`config.mk`:
```
export PLATFORM = sky130hd
export DESIGN_NAME = fft_bitrev_reorder
export DESIGN_NICKNAME = d
export VERILOG_FILES = /design/src/rtl/fft_bitrev_reorder.sv
export SDC_FILE = /design/constraint.sdc
export NUM_CORES = 1
export LEC_CHECK = 0
export ABC_CLOCK_PERIOD_IN_PS = 6900
export CORE_MARGIN = 2
export CORE_UTILIZATION = 50
export CTS_CLUSTER_SIZE = 28
export DETAILED_ROUTE_END_ITERATION = 12
export HOLD_SLACK_MARGIN = 0.1
export PLACE_DENSITY = 0.75
export SLEW_MARGIN = 20
export SYNTH_ARGS = -nofsm -noshare
export SYNTH_HDL_FRONTEND = slang
export SYNTH_SLANG_ARGS = --single-unit
```
`constraint.sdc`:
```
create_clock -name clk -period 6.9 [get_ports clk]
set_input_delay 1.38 -clock clk [delete_from_list [all_inputs] [get_ports clk]]
set_output_delay 1.38 -clock clk [all_outputs]
set_load 0.1 [all_outputs]
```
`src/rtl/fft_bitrev_reorder.sv`:
```
// fft_bitrev_reorder
//   Output reordering stage for the radix-2 SDF FFT. Each frame of N = 2^LOG2N
//   complex samples arrives in bit-reversed order and leaves in natural order
//   (mode=0), or passes through unchanged (mode=1). Two ping-pong banks let
//   frames stream back-to-back.
//
// Ports
//   clk, reset            rising-edge clock, async active-high reset
//   in_valid/in_ready     input handshake (in_ready = bank being written is free)
//   in_sop                first sample of an input frame (resyncs the writer)
//   in_re, in_im          input sample components, W bits each
//   mode                  0 = bit-reverse reorder, 1 = pass-through (per frame)
//   out_valid/out_ready   output handshake
//   out_re, out_im        output sample components
//   out_sop, out_eop      first / last sample of an output frame
//   sop_err               one-cycle pulse after an in_sop arrives mid-frame
module fft_bitrev_reorder #(
    parameter int LOG2N = 3,
    parameter int W     = 16
) (
    input  logic         clk,
    input  logic         reset,
    input  logic         in_valid,
    output logic         in_ready,
    input  logic         in_sop,
    input  logic [W-1:0] in_re,
    input  logic [W-1:0] in_im,
    input  logic         mode,
    output logic         out_valid,
    input  logic         out_ready,
    output logic [W-1:0] out_re,
    output logic [W-1:0] out_im,
    output logic         out_sop,
    output logic         out_eop,
    output logic         sop_err
);
    localparam int N = 1 << LOG2N;

    // Bank b occupies entries b*N .. b*N+N-1; address is {bank, index}.
    logic [2*W-1:0]   mem [0:2*N-1];

    logic             wr_bank;
    logic             rd_bank;
    logic [1:0]       full;
    logic [1:0]       full_nxt;
    logic [1:0]       bank_mode;
    logic [LOG2N-1:0] wr_cnt;
    logic [LOG2N-1:0] rd_cnt;

    logic             wr_acc;
    logic             resync;
    logic [LOG2N-1:0] eff_cnt;
    logic             frame_mode;
    logic [LOG2N-1:0] wr_addr;
    logic             wr_last;
    logic             rd_load;
    logic             rd_last;
    logic [2*W-1:0]   rd_data;

    function automatic logic [LOG2N-1:0] bitrev(input logic [LOG2N-1:0] a);
        logic [LOG2N-1:0] r;
        for (int i = 0; i < LOG2N; i++) r[i] = a[LOG2N-1-i];
        return r;
    endfunction

    assign in_ready = !full[wr_bank];
    assign wr_acc   = in_valid && in_ready;
    assign resync   = wr_acc && in_sop && (wr_cnt != '0);

    // A resyncing sample restarts the frame, so it behaves exactly like index 0.
    assign eff_cnt    = resync ? '0 : wr_cnt;
    // The first sample of a frame uses the live mode, since bank_mode is only
    // being captured on that same edge.
    assign frame_mode = (eff_cnt == '0) ? mode : bank_mode[wr_bank];
    assign wr_addr    = frame_mode ? eff_cnt : bitrev(eff_cnt);
    assign wr_last    = &eff_cnt;

    assign rd_load = full[rd_bank] && (!out_valid || out_ready);
    assign rd_last = &rd_cnt;
    assign rd_data = mem[{rd_bank, rd_cnt}];

    // Fill and drain always touch different banks, so both updates can apply.
    always_comb begin
        full_nxt = full;
        if (wr_acc && wr_last) full_nxt[wr_bank] = 1'b1;
        if (rd_load && rd_last) full_nxt[rd_bank] = 1'b0;
    end

    always_ff @(posedge clk) begin
        if (wr_acc) mem[{wr_bank, wr_addr}] <= {in_re, in_im};
    end

    always_ff @(posedge clk or posedge reset) begin
        if (reset) begin
            wr_bank   <= 1'b0;
            rd_bank   <= 1'b0;
            full      <= '0;
            bank_mode <= '0;
            wr_cnt    <= '0;
            rd_cnt    <= '0;
            out_valid <= 1'b0;
            out_re    <= '0;
            out_im    <= '0;
            out_sop   <= 1'b0;
            out_eop   <= 1'b0;
            sop_err   <= 1'b0;
        end else begin
            full    <= full_nxt;
            sop_err <= resync;

            if (wr_acc) begin
                if (eff_cnt == '0) bank_mode[wr_bank] <= mode;
                if (wr_last) begin
                    wr_bank <= !wr_bank;
                    wr_cnt  <= '0;
                end else begin
                    wr_cnt  <= eff_cnt + LOG2N'(1);
                end
            end

            if (rd_load) begin
                out_valid <= 1'b1;
                out_re    <= rd_data[2*W-1:W];
                out_im    <= rd_data[W-1:0];
                out_sop   <= (rd_cnt == '0);
                out_eop   <= rd_last;
                if (rd_last) begin
                    rd_bank <= !rd_bank;
                    rd_cnt  <= '0;
                end else begin
                    rd_cnt  <= rd_cnt + LOG2N'(1);
                end
            end else if (out_valid && out_ready) begin
                out_valid <= 1'b0;
            end
        end
    end
endmodule

```
# [Word-level counts from Yosys, hierarchy flattened]
# Memories as Yosys holds them, arrays and structs flattened. A register that Yosys moved wholly into a read port is not among the register bits.
# Index checks and enable logic that the tools add are counted.
[word_totals] ff_bits=16 mem_bits_rw=512 in_bits=38 out_inout_bits=37 word_cells=65 memories=1
[op_classes] addsub=2 magnitude_cmp=4 mux=22 n_bitwise=3 n_reduce_logical=23
[mem_list] memory="mem" words=16 word_bits=32 read_ports=1 rd_clocked_by_memory_dff=1 write_ports=1 line_no="40" source="logic [2*W-1:0] mem [0:2*N-1];"
[ops] operator="two-way mux 1 bit" count=13
[ops] operator="two-way mux 3 bit" count=4
[ops] operator="logical AND 1 bit" count=9
[ops] operator="AND reduction 4 bit" count=2
[ops] operator="adder 3 x 1 -> 3 bit, second input constant" count=2
[ops] operator="logical NOT 3 bit" count=2
[ops] operator="AND reduction 3 bit" count=2
[ops] operator="logical NOT 1 bit" count=4
[ops] operator="less-than comparator 1 x 2 -> 1 bit, second input constant" count=2
[ops] operator="two-way mux 2 bit" count=2
[ops] operator="nonzero test 3 bit" count=1
[ops] operator="bitwise AND 2 bit" count=1
[ops] operator="bitwise mux 2 bit" count=1
[ops] operator="demux 1 bit (select 1 bit)" count=2
[ops] operator=">= comparator 1 bit, second input constant" count=2
[ops] operator="inverter 2 bit" count=1
[ops] operator="OR 2 bit" count=1
[ops] operator="AND reduction 2 bit" count=1
[ops] operator="nonzero test 2 bit" count=1
[ops] operator="logical OR 1 bit" count=1

# [Longest topological paths before layout]
[depth] depth_word=12 ltp_mapped=11 depth_no_buf=10

# [Worst setup path after synthesis]
# OpenSTA, ideal clock, no wires.
[synth_path] kind="register to register" start="register wr_bank" end="memory mem[5][0] (netlist name), enable pin" setup_ns=0.502 arrival_ns=5.755 t_required_ns=6.398 setup_slack_ns=0.643 path_stages_with_launch=12 path_buffers=1 cell_sequence="dfrtp_1 buf_6 mux2_2 inv_1 nand3_1 and2_1 inv_1 ha_1 a21o_1 a22oi_1 and2_1 nor4_1"
[synth_between] elab_chain_len=10 elab_cells_between_ends=14 cone_classes="9 x mux; 5 x reduce/logical"
[synth_lines] element="start, declared" line_no="42" source="logic wr_bank;"
[synth_lines] element="start signal, assigned" line_no="114" source="wr_bank <= !wr_bank;"
[synth_lines] element="two-way mux 1 bit (not written as such) * (2 in a row)" line_no="66" source="assign in_ready = !full[wr_bank];"
[synth_lines] element="logical NOT 1 bit *" line_no="66"
[synth_lines] element="net in_ready" line_no="24" source="output logic in_ready,"
[synth_lines] element="logical AND 1 bit *" line_no="67" source="assign wr_acc = in_valid && in_ready;"
[synth_lines] element="logical AND 1 bit (2 in a row)" line_no="68" source="assign resync = wr_acc && in_sop && (wr_cnt != '0);"
[synth_lines] element="two-way mux 3 bit" line_no="71" source="assign eff_cnt = resync ? '0 : wr_cnt;"
[synth_lines] element="logical NOT 3 bit" line_no="74" source="assign frame_mode = (eff_cnt == '0) ? mode : bank_mode[wr_bank];"
[synth_lines] element="two-way mux 1 bit" line_no="74"
[synth_lines] element="two-way mux 3 bit" line_no="75" source="assign wr_addr = frame_mode ? eff_cnt : bitrev(eff_cnt);"
[synth_lines] element="end, declared" line_no="40"
# Mark *: on every way through the listed nets, which the timed path passes. The rest lies on a longest branch. The select of a mux whose other input is x is not followed.

# [Final worst setup path]
[layout_path] start="input in_valid" end="memory mem[0][18] (netlist name), enable pin"
[layout_between] elab_chain_len=7 elab_cells_between_ends=9 cone_classes="5 x mux; 4 x reduce/logical"
[layout_lines] element="start, declared" line_no="23" source="input logic in_valid,"
[layout_lines] element="logical AND 1 bit *" line_no="67"
[layout_lines] element="logical AND 1 bit (2 in a row)" line_no="68"
[layout_lines] element="two-way mux 3 bit" line_no="71"
[layout_lines] element="logical NOT 3 bit" line_no="74"
[layout_lines] element="two-way mux 1 bit" line_no="74"
[layout_lines] element="two-way mux 3 bit" line_no="75"
# Mark *: on every way between the ends. The rest lies on a longest branch, timed or not.

==> results.md <==
Route:
- In this run the remaining antenna-violating nets after routing total 0.
- The violation count after the first detailed-route iteration is 1041.
- The first TritonRoute pass finished after 5 iterations.
- The detailed-route vias per instance is 5.953.
- The DRC violation count after routing is 0.
- The number of vias after detailed routing is 10703.
- The total wire length is 46.32 mm.
- Dividing the detail-routed wire length by the instance count gives 25.76 um.

Floorplan:
- The floorplan step defined a die boundary enclosing 0.04484 mm2.
- The initialized floorplan defines 76 standard-cell rows.
- The die is between 200 and 250 um tall.
- The die width is 211.8 um.
- Pin placement for this block handled 75 I/O pins.
- The placeable core region is around 0.043 mm2.
- Once the floorplan was initialized, standard cells occupied 50.33% of the core.

Power and ir drop:
- The final total power is about 0.011 W.
- The power density over cell area is 438.4 mW/mm2.
- Sequential cells account for 40.8% of the total power.
- VDD sags by at most 0.0003540 V.
- The internal power summed over all cells is around 0.0072 W.
- The clock network accounts for approximately 28% of the total power.
- For this design the static power due to leakage is slightly above 8 nW.
- The switching power share of the total is between 30% and 40%.
- The net switching power is 0.003809 W.
- Per report_power, the combinational group accounts for 31.1% of the total.

STA:
- The pin slew with the least headroom to its limit is approximately 1.1 ns.
- The final critical path takes up roughly two thirds of the cycle.
- The relative max-transition margin is 27.88%.
- The number of max-slew violations in the final report is 0.
- The worst clock skew is just over 0.02 ns.
- The fmax is 223.7 MHz.
- The sum of negative setup slack is 0 ns.
- Setup violations remaining at the end of the flow were counted as 0.
- Setup repair after global routing left no endpoint under its margin.
- The number of hold violations in the final report came to 0.
- The worst path needs 4.470 ns of the cycle, external delays included.

Status:
- The run finished with clean final reports.

Layout:
- The final design instance area without fill is between 0.02 and 0.03 mm2.
- Cells with a size suffix above 1 make up around 17% of the layout.
- The number of fillers in the final layout is between 3000 and 4000.
- Cells fill about three fifths of the core in the end.
- In the layout the commonest cells are sky130_fd_sc_hd__edfxtp_1, sky130_fd_sc_hd__mux2i_1, sky130_fd_sc_hd__clkdlybuf4s50_1.
- Summing all multi-input logic gate instances after layout gives 0.004728 mm2.
- The number of antenna diodes is 0.
- Across the whole layout, storage elements account for 0.01658 mm2.
- At the end of the flow, the number of nets in the layout was between 1000 and 1500.
- From synthesis to final layout, the design area changed by 15.90%.
- The most common cell after layout, fill and taps aside is sky130_fd_sc_hd__edfxtp_1.
- The final cell count without fillers is approximately 1800.

Synth:
- The portion of the post-synthesis area used by sequential elements is about three quarters.
- The share of flip-flops with an asynchronous set or reset after synthesis is approximately 8.6%.
- Synthesis handed over a netlist of 1078 instances.
- The total nets after synthesis is 1122.
- The cell area that synthesis handed to floorplanning was approximately 0.022 mm2.
- The number of enable-type register cells in the synthesized netlist is 512.
- Synthesis inferred 560 register bits.
- The per-instance average area after synthesis is between 20 and 25 um2.
- The number of warning messages in the yosys log is 0.
- The most used flip-flop cell after synthesis is sky130_fd_sc_hd__edfxtp_1.
- The synthesized netlist contains 50 unique library cells.

Critical path:
- Grouping stages by cell kind, the critical path spends the most delay in simple AND/OR/NAND/NOR gates.
- Walking the worst path, the cells encountered are clkdlybuf4s50_1 -> nand3_1 -> and2_1 -> inv_1 -> ha_1 -> and2b_1 -> a22oi_1 -> a31oi_1 -> nor2_4.
- The worst setup path is launched from an input port.
- STA puts the critical path data arrival time at 4.65 ns.
- The required time at the endpoint of the critical path is 7.08 ns.
- The count of buffer and inverter cells on the critical path is 2.
- The type of the setup path with the least slack is input port to register.
- The slowest stage of the critical path belongs to the cell sky130_fd_sc_hd__nor2_4.
- The highest net fanout along the worst path is 32.
- The largest single stage delay on the critical path is ~0.95 ns.
- STA classifies the critical path endpoint as a register.

CTS:
- Clock tree synthesis inserted a total of 54 buffers.
- Counting along the longest clock path gives a buffer depth of 3.
- The clock tree from TritonCTS is yes.
- Hold repair after CTS inserted 0 buffers.
- The H-tree was split into 2 levels.
- After clock tree synthesis, the clock-pin slew on the worst setup and hold paths is 0.06 ns.
- The later-pin clock latency in the skew report is 0.58 ns.
- The number of sinks on the clock net is 560.
- The post-CTS resize count is 0.
- CTS placed an instance of sky130_fd_sc_hd__clkbuf_16 at the clock tree root.
- The total setup buffers inserted after CTS is 0.

Min path:
- In this run the worst hold path is classified as register to register.

Global routing:
- The pin count of the biggest net entering global routing is 125.
- The wire length of the first global-routing pass is approximately 68 mm.
- The number of global-route vias before repair is 10903.
- After global routing the overflow that remains totals 0.
- The global-route usage over all layers is 20.87%.
- The initial antenna violation count is 1.

Placed design:
- After legalization and detailed placement, the total HPWL measured 25.64 mm.
- The cell area after placement is 0.02291 mm2.
- The last weighted congestion value of the routability-driven placer is 0.8101.
- The number of buffers inserted by port buffering is 74.
- After detailed placement, the design holds a cell count of 1688.

Run:
- The number of maximum-capacitance constraint violations is 0.
-- worst min-delay path, stage by stage, from the launching register on --
cell	delay, ns
sky130_fd_sc_hd__dfrtp_1	0.34
sky130_fd_sc_hd__nand2_1	0.05
sky130_fd_sc_hd__nand2_1	0.06
-- flip-flops by register name, summed over array words and instances, names as in the netlist, 2 cells and up --
| name | count |
|---|---|
| mem | 512 |
| out_re | 16 |
| full | 2 |
| bank_mode | 2 |
| wr_cnt | 3 |
| rd_cnt | 3 |
| out_im | 16 |
-- metal layers --
layer / up-vias / track usage [%] / wire [um]
li1: 4617 / - / -
met1: 5578 / 29.89 / 19700
met2: 428 / 32.74 / 21960
met3: 80 / 4.525 / 3642
met4: 0 / 5.804 / 1018
met5: - / 0 / 0
-- layout make-up --
type | instances | share of cell area (%)
multi-input cells | 449 | 18.90
well taps | 585 | 2.926
clock buffers | 78 | 6.458
flip-flops and latches | 560 | 66.30
repair buffers | 93 | 4.162
clock inverters | 24 | 1.115
inverters | 9 | 0.1351
-- per-stage QoR --
stage,hold WS [ns],setup slack (ns)
3_5_place_dp,0.4687,1.826
4_1_cts,0.4823,2.411
3_3_place_gp,0.4619,1.982
2_1_floorplan,0.4795,0.6430
5_1_grt,0.5155,2.250
6_report,0.4765,2.430
-- final timing paths --
path | slack [ns] | start | endpoint | cells after the start
max | 2.43 | in_valid | mem[0][18]$_DFFE_PP_ | 9
min in group asynchronous | 1.36 | reset | bank_mode[0]$_DFFE_PP0P_ | 3
max reg2reg | 2.86 | wr_bank$_DFFE_PP0P_ | mem[0][18]$_DFFE_PP_ | 10
min | 0.48 | out_eop$_DFFE_PP0P_ | out_eop$_DFFE_PP0P_ | 2
min reg2reg | 0.48 | out_eop$_DFFE_PP0P_ | out_eop$_DFFE_PP0P_ | 2
max in group asynchronous | 4.93 | reset | rd_cnt[1]$_DFFE_PP0P_ | 3
-- cell usage after synthesis (2+ instances only) --
| cell type | count | area share [%] |
|---|---|---|
| sky130_fd_sc_hd__nor3b_1 | 2 | 0.070 |
| sky130_fd_sc_hd__o31ai_2 | 2 | 0.12 |
| sky130_fd_sc_hd__nor2b_1 | 3 | 0.087 |
| sky130_fd_sc_hd__mux4_2 | 65 | 6.8 |
| sky130_fd_sc_hd__buf_2 | 20 | 0.46 |
| sky130_fd_sc_hd__ha_1 | 6 | 0.35 |
| sky130_fd_sc_hd__nand3_1 | 6 | 0.14 |
| sky130_fd_sc_hd__edfxtp_1 | 512 | 71 |
| sky130_fd_sc_hd__dfrtp_1 | 48 | 5.6 |
| sky130_fd_sc_hd__mux2i_1 | 158 | 7.3 |
| sky130_fd_sc_hd__nand3b_1 | 2 | 0.070 |
| sky130_fd_sc_hd__buf_6 | 9 | 0.47 |
| sky130_fd_sc_hd__a32oi_1 | 31 | 1.3 |
| sky130_fd_sc_hd__clkbuf_4 | 3 | 0.10 |
| sky130_fd_sc_hd__nand2_1 | 15 | 0.26 |
| sky130_fd_sc_hd__nand2b_1 | 3 | 0.087 |
| sky130_fd_sc_hd__o21ai_0 | 31 | 0.72 |
| sky130_fd_sc_hd__mux2_2 | 5 | 0.26 |
| sky130_fd_sc_hd__inv_1 | 9 | 0.16 |
| sky130_fd_sc_hd__clkbuf_1 | 12 | 0.21 |
| sky130_fd_sc_hd__a21oi_1 | 3 | 0.070 |
| sky130_fd_sc_hd__o21ai_1 | 5 | 0.12 |
| sky130_fd_sc_hd__nor3_1 | 2 | 0.046 |
| sky130_fd_sc_hd__nor4_1 | 4 | 0.12 |
| sky130_fd_sc_hd__a31oi_1 | 3 | 0.087 |
| sky130_fd_sc_hd__nand4_1 | 2 | 0.058 |
| sky130_fd_sc_hd__buf_4 | 14 | 0.49 |
| sky130_fd_sc_hd__a22oi_1 | 63 | 2.2 |
| sky130_fd_sc_hd__and2_1 | 2 | 0.058 |
| sky130_fd_sc_hd__nor2_1 | 18 | 0.31 |
-- kinds of logic after synthesis --
logic type | Yosys count | synth area share [%]
flops | 560 | 76.80
compound gates | 147 | 4.916
xor+xnor | 1 | 0.04059
fa+ha+maj | 6 | 0.3478
simple gates | 66 | 1.525
buf+inv | 69 | 1.930
mux | 229 | 14.44
-- power by group through the flow --
stage / combinational (W) / sequential (W) / clock, W
3_3_place_gp: 0.00331 / 0.00454 / 0
5_1_grt: 0.00360 / 0.00453 / 0.00324
6_report: 0.00341 / 0.00448 / 0.00307
3_5_place_dp: 0.00336 / 0.00456 / 0
4_1_cts: 0.00338 / 0.00449 / 0.00310
2_1_floorplan: 0.00190 / 0.00504 / 0
(Power assumes the default switching activity.)
